===== src/rtl/uart_rx_os16.sv =====
// uart_rx_os16: 16x oversampling 8N1 UART receiver with a valid/ready byte holding
// register, framing-error pulse and sticky overrun flag.
`default_nettype none

module uart_rx_os16 #(
  parameter int CLK_FREQ = 100_000_000,
  parameter int BAUD     = 9600,
  parameter int DIV      = CLK_FREQ / (BAUD * 16)
) (
  input  logic       clk,
  input  logic       reset_n,
  input  logic       rx_in,
  input  logic       rx_ready,
  output logic [7:0] rx_data,
  output logic       rx_valid,
  output logic       frame_err,
  output logic       overrun
);

  localparam int CW = (DIV > 1) ? $clog2(DIV) : 1;
  localparam logic [CW-1:0] TICK_MAX = CW'(DIV - 1);

  typedef enum logic [2:0] {
    S_IDLE  = 3'd0,
    S_START = 3'd1,
    S_DATA  = 3'd2,
    S_STOP  = 3'd3,
    S_BREAK = 3'd4
  } state_t;

  logic          rx_meta_q, rxs_q;
  logic [CW-1:0] div_cnt_q, div_cnt_d;
  logic          tick;
  state_t        state_q;
  logic [3:0]    os_cnt_q;
  logic [2:0]    bit_cnt_q;
  logic [7:0]    shift_q;
  logic [7:0]    rx_data_q;
  logic          rx_valid_q, frame_err_q, overrun_q;

  assign tick      = (div_cnt_q == TICK_MAX);
  assign div_cnt_d = tick ? '0 : div_cnt_q + CW'(1);

  always_ff @(posedge clk or negedge reset_n) begin
    if (!reset_n) begin
      rx_meta_q <= 1'b1;
      rxs_q     <= 1'b1;
      div_cnt_q <= '0;
    end else begin
      rx_meta_q <= rx_in;
      rxs_q     <= rx_meta_q;
      div_cnt_q <= div_cnt_d;
    end
  end

  always_ff @(posedge clk or negedge reset_n) begin
    if (!reset_n) begin
      state_q     <= S_IDLE;
      os_cnt_q    <= 4'd0;
      bit_cnt_q   <= 3'd0;
      shift_q     <= 8'h00;
      rx_data_q   <= 8'h00;
      rx_valid_q  <= 1'b0;
      frame_err_q <= 1'b0;
      overrun_q   <= 1'b0;
    end else begin
      frame_err_q <= 1'b0;
      if (rx_valid_q && rx_ready) begin
        rx_valid_q <= 1'b0;
        overrun_q  <= 1'b0;
      end
      if (tick) begin
        case (state_q)
          S_IDLE: begin
            if (!rxs_q) begin
              state_q  <= S_START;
              os_cnt_q <= 4'd0;
            end
          end
          S_START: begin
            if (os_cnt_q == 4'd7) begin
              if (rxs_q) begin
                state_q <= S_IDLE;
              end else begin
                os_cnt_q  <= 4'd0;
                bit_cnt_q <= 3'd0;
                state_q   <= S_DATA;
              end
            end else begin
              os_cnt_q <= os_cnt_q + 4'd1;
            end
          end
          S_DATA: begin
            if (os_cnt_q == 4'd15) begin
              shift_q   <= {rxs_q, shift_q[7:1]};
              os_cnt_q  <= 4'd0;
              bit_cnt_q <= bit_cnt_q + 3'd1;
              if (bit_cnt_q == 3'd7) state_q <= S_STOP;
            end else begin
              os_cnt_q <= os_cnt_q + 4'd1;
            end
          end
          S_STOP: begin
            if (os_cnt_q == 4'd15) begin
              os_cnt_q <= 4'd0;
              if (rxs_q) begin
                // A same-edge handshake frees the holding register for the new byte.
                if (!rx_valid_q || rx_ready) begin
                  rx_data_q  <= shift_q;
                  rx_valid_q <= 1'b1;
                end else begin
                  overrun_q <= 1'b1;
                end
                state_q <= S_IDLE;
              end else begin
                frame_err_q <= 1'b1;
                state_q     <= S_BREAK;
              end
            end else begin
              os_cnt_q <= os_cnt_q + 4'd1;
            end
          end
          S_BREAK: begin
            if (rxs_q) state_q <= S_IDLE;
          end
          default: state_q <= S_IDLE;
        endcase
      end
    end
  end

  assign rx_data   = rx_data_q;
  assign rx_valid  = rx_valid_q;
  assign frame_err = frame_err_q;
  assign overrun   = overrun_q;

endmodule

`default_nettype wire


===== config.mk =====
export PLATFORM = sky130hd
export DESIGN_NAME = uart_rx_os16
export DESIGN_NICKNAME = d
export VERILOG_FILES = /design/src/rtl/uart_rx_os16.sv
export SDC_FILE = /design/constraint.sdc
export NUM_CORES = 1
export LEC_CHECK = 0
export ABC_AREA = 1
export BUFFER_PORTS_ARGS = -buffer_cell sky130_fd_sc_hd__buf_2
export CAP_MARGIN = 15
export CELL_PAD_IN_SITES_DETAIL_PLACEMENT = 2
export CELL_PAD_IN_SITES_GLOBAL_PLACEMENT = 2
export CORE_UTILIZATION = 39
export DETAILED_ROUTE_END_ITERATION = 8
export PLACE_DENSITY = 0.83
export SLEW_MARGIN = 15
export SYNTH_ARGS = -nofsm -noshare
export SYNTH_HDL_FRONTEND = slang
export SYNTH_SLANG_ARGS = --single-unit

===== constraint.sdc =====
create_clock -name clk -period 3.3 [get_ports clk]
set_input_delay 0.99 -clock clk [delete_from_list [all_inputs] [get_ports clk]]
set_output_delay 0.99 -clock clk [all_outputs]
set_load 0.01 [all_outputs]

# Yosys cells after proc, flatten, opt, wreduce, memory -nomap -nowiden
# Cells that the tools add are included.
# totals
regBits,41
elab_cells,75
# classes
add_sub_neg,3
eq_ne,15
n_mux,34
n_reduce_logical,12
# ops
op,n
$mux 3,10
$mux 1,16
$pmux 3 s5,1
$ne 2x2->1 const B,7
$mux 4,3
$pmux 4 s3,1
$add 10x1->10 const B,1
$eq 10x10->1 const B,1
$mux 10,1
$reduce_and 5->1,2
$reduce_and 7->1,1
$eq 3x2->1 const B,2
$eq 3x3->1 const B,2
$pmux 3 s2,1
$add 4x1->4 const B,1
$eq 4x3->1 const B,1
$eq 4x4->1 const B,1
$add 3x1->3 const B,1
$eq 3x1->1 const B,1
$logic_not 3->1,1
$reduce_and 3->1,1
$reduce_bool 3->1,1
$mux 2,1
$reduce_and 2->1,1
other kinds (5),5

# Logic depth before layout (Yosys ltp)
# depth
word_depth,7
depth_mapped,9
depth_no_buf,9

# Worst setup path before layout
# No wires, ideal clock.
# synth_path
path_type,input-to-reg
from,input rx_ready
to,"register rx_data_q[0], in the netlist rx_data[0]"
setup_ps,66
t_arrival_ps,1620
required_ps,3234
setup_slack_ps,1614
path_stages,5
cell_sequence,nor2_1 -> clkinv_1 -> nand3_4 -> nand2_1 -> nand2_1
# synth_via
elab_chain_len,2
# synth_lines
item,line_no,text
start: declaration,13,"input logic rx_ready,"
$logic_or 1x1->1,108,if (!rx_valid_q || rx_ready) begin
$reduce_and 5->1 (no source line),n/a,
end signal: assignment,109,rx_data_q <= shift_q;
end: declaration,38,logic [7:0] rx_data_q;
# Every way passes these cells.
# A chain may end at the register's enable or synchronous reset.

# Worst setup path after layout
# layout_path
from,register os_cnt_q[0]
to,"register rx_data_q[5], in the netlist rx_data[5]"
# layout_via
elab_chain_len,2
# layout_lines
item,line_no,text
start: declaration,35,logic [3:0] os_cnt_q;
start signal: assignment,90,os_cnt_q <= os_cnt_q + 4'd1;
start signal: assignment,100,os_cnt_q <= os_cnt_q + 4'd1;
start signal: assignment,120,os_cnt_q <= os_cnt_q + 4'd1;
$eq 4x4->1,104,if (os_cnt_q == 4'd15) begin
$reduce_and 5->1 (no source line),n/a,
# Every way passes these cells.

==> impl_metrics.toml <==
[placement]
place.gp.congestion = 0.764
dp.cells = 366
dp_hpwl_um = 4440
placement.io_buffers = 14

[logic_synthesis]
cell_variety_after_synth = 29
synth_fp_nets = 296
synth_largest_area_cell = "dfrtp_1"
syn_area_per_cell_um2 = 7.96
synth_enable_flop_cells = 0
syn_inst = 287
synthTopCellsByArea = "dfrtp_1, nand2_1, nand3_1"
ys.warnings.count = 0
ys_dominant_reg_cell = "dfrtp_1"
synth.ff_latch_count = 41
postSynth.asyncResetShare = 1.00
mapped_area_mm2 = 0.00228
area_fraction_of_the_dominant_cell_type_after_synthesis = 0.427
seq_area_frac_synth = 0.450

[clock_network]
cts_tree = "done"
post_cts_hold_buffer_count = 0
worst_skew_pair.late_latency_ns = 0.30
cts_setup_buffers = 0
clk_transition_reported_paths_ns = 0.09
cts_repair_resize_count = 0
cts_made_buffers = 5
cts.sinks = 41
clockBufferDepth = 2
root_buffer_master = "clkbuf_8"
h-tree-depth = 2

[worst_setup_path]
kind_of_end_point_of_the_critical_path = "flip-flop"
worst_r2r_startpoint = "os_cnt_q[0]"
criticalPathCategory = "flip-flop to flip-flop"
worst_reg_to_reg_path_cell_count = 8
data_arrival_time_of_the_critical_path_ns = 2.13
worstSetupStartpointType = "flip-flop"
required_ns = 3.48
crit_path_max_fanout = 15
timing.reg2reg.setup_slack_ns = 1.36
critical_path.reg2reg.endpoint = "rx_data[5]"

[sta]
max_slew_violation_count = 0
tightest_slew_ns = 0.962
slew_headroom = 0.359
finalSetupViolCount = 0
final.setup_skew_ns = 0.00650
rsz0062_at_grt = "false"
fin_crit_sh = 0.589
finalHoldViolCount = 0
maxClockFrequency_mhz = 515
final.setup.tns_ns = 0
final.min_clock_period_ns = 1.94

[finish]
area_growth_syn_to_layout_pct = 9.53
layout_common_cells = "nand2_1, dfrtp_1, nand3_1"
fin_nets = 310
mostFrequentLayoutCell = "nand2_1"
final-instance-count-excl-fill = 374
combined_area_of_the_multi_input_logic_cells_mm2 = 0.00109
antenna_cells = 0
final-seq-area_mm2 = 0.00103
num-fill-cells = 660
post_route_cells_drive_above_1_share = 0.162

[min_path]
hold_end = "rxs_q"
timing.hold.worst.class = "flip-flop to flip-flop"
hold-path-cell-count = 0
hp-start = "rx_meta_q"

[routing]
wl_per_cell_um = 16.4
route.detailed.drc = 0
drtIter0Drc = 110
routed-via-count = 1986
vias_per_cell = 5.31
wirelength_um = 6120
dr.pass1.iters = 4
antenna_violating_nets_post_route = 0

[global_route]
grt_first_pass_wirelength_um = 10700
first_global_vias = 2188
grt_start_max_net_pins = 42
grt_util_all_layers = 0.224
initial_antenna_violation_count = 0
grt-ovfl-total = 0

[power_and_ir_drop]
pwr-share-clk = 0.450
worst_ir_drop_vdd_v = 0.000160
seq_power_share = 0.536
netSwitchingFraction = 0.226
power.share.combinational = 0.014
total_leakage_power_uw = 0.00138
powerDensity_mw_per_mm2 = 378
power.internal_uw = 733
power.switching_uw = 213

[die]
design.portCount = 15
die_height_um = 78.5
die_area_mm2 = 0.00616
starting_utilization_of_the_core_area = 0.410
rows = 27
chipWidth_um = 78.5
core_area_mm2 = 0.00557

[run]
cap_viol_max_count = 0

[run_status]
status = "completed"
==> final cells by class <==
cell class              count  share of cell area
inverters                  29              0.0440
repair buffers             14              0.0280
clock inverters             3              0.0185
multi-input cells         210               0.435
clock buffers               5              0.0275
well taps                  72              0.0360
flip-flops and latches     41               0.411
==> state kept, by name (all words and copies together), names as in the netlist, 3 cells and up <==
| name | flops |
|---|---|
| rx_data | 8 |
| shift_q | 8 |
| bit_cnt_q | 3 |
| state_q | 3 |
| os_cnt_q | 4 |
| div_cnt_q | 10 |
==> per-stage QoR <==
| step | setup WS, ns | area (µm²) | power, µW | utilization | hold slack (ns) |
|---|---|---|---|---|---|
| 5_1_grt | 1.18 | 2500 | 975 | 0.449 | 0.367 |
| 3_3_place_gp | 1.31 | 2390 | 531 | 0.428 | 0.346 |
| 2_1_floorplan | 1.61 | 2280 | 518 | - | 0.345 |
| 3_5_place_dp | 1.25 | 2390 | 531 | 0.428 | 0.349 |
| 6_report | 1.36 | 2500 | 946 | 0.449 | 0.355 |
| 4_1_cts | 1.33 | 2500 | 959 | 0.449 | 0.361 |
==> routing by layer <==
layer	track usage	vias to the layer above	part of all wire
met3	0.0291	7	0.014
met1	0.285	1012	0.48
met2	0.388	14	0.50
met4	0.0778	0	0.015
met5	0	-	0
li1	-	953	-
==> kinds of logic (layout without fill, tap and decap cells) <==
| family | after synthesis | count (layout) | synth area share |
|---|---|---|---|
| adders and majority gates | 5 | 5 | 0.0274 |
| and+or+nand+nor | 196 | 196 | 0.424 |
| buffers and inverters | 36 | 51 | 0.0734 |
| DFF | 41 | 41 | 0.450 |
| AOI/OAI and AO/OA | 6 | 6 | 0.0132 |
| xor gates and xnor gates | 3 | 3 | 0.0115 |
==> power groups by stage <==
stage	clock (µW)	combinational, µW	sequential, µW
5_1_grt	451	15.4	508
2_1_floorplan	0	2.86	515
6_report	426	12.8	508
3_3_place_gp	0	13.4	517
3_5_place_dp	0	13.9	517
4_1_cts	438	13.9	508
==> critical path, cell delays in order, from the launching register on <==
cell and delay (ns):
dfrtp_1 0.51, ha_1 0.30, nand3_4 0.13, clkinv_2 0.26, nand2_4 0.10, nor2_8 0.20, nand3_4 0.15, nand2_1 0.10
nand2_1 0.08
==> cell usage after synthesis (2+ instances only) <==
cell type	count
a21oi_1	2
buf_2	4
buf_8	2
dfrtp_1	39
dfstp_2	2
ha_1	5
inv_1	23
inv_2	4
nand2_1	102
nand2_2	3
nand2_4	2
nand3_1	27
nand3_4	3
nand3b_1	2
nand4_1	21
nor2_1	20
nor2_2	6
nor2_8	2
nor3_1	4
o21ai_0	4
xor2_1	2
==> worst max path at each step <==
| stage | cells past startpoint | to | from | slack, ns |
|---|---|---|---|---|
| after global placement | 6 | rx_data[0] | rx_ready | 1.31 |
| final | 8 | rx_data[5] | os_cnt_q[0] | 1.36 |
| after floorplan | 5 | rx_data[0] | rx_ready | 1.61 |
| after detailed placement | 6 | rx_data[1] | rx_ready | 1.25 |
| after global routing | 8 | rx_data[5] | os_cnt_q[0] | 1.18 |
| after CTS | 7 | shift_q[4] | div_cnt_q[0] | 1.33 |
Note: power is estimated with default switching activity, not from simulation.
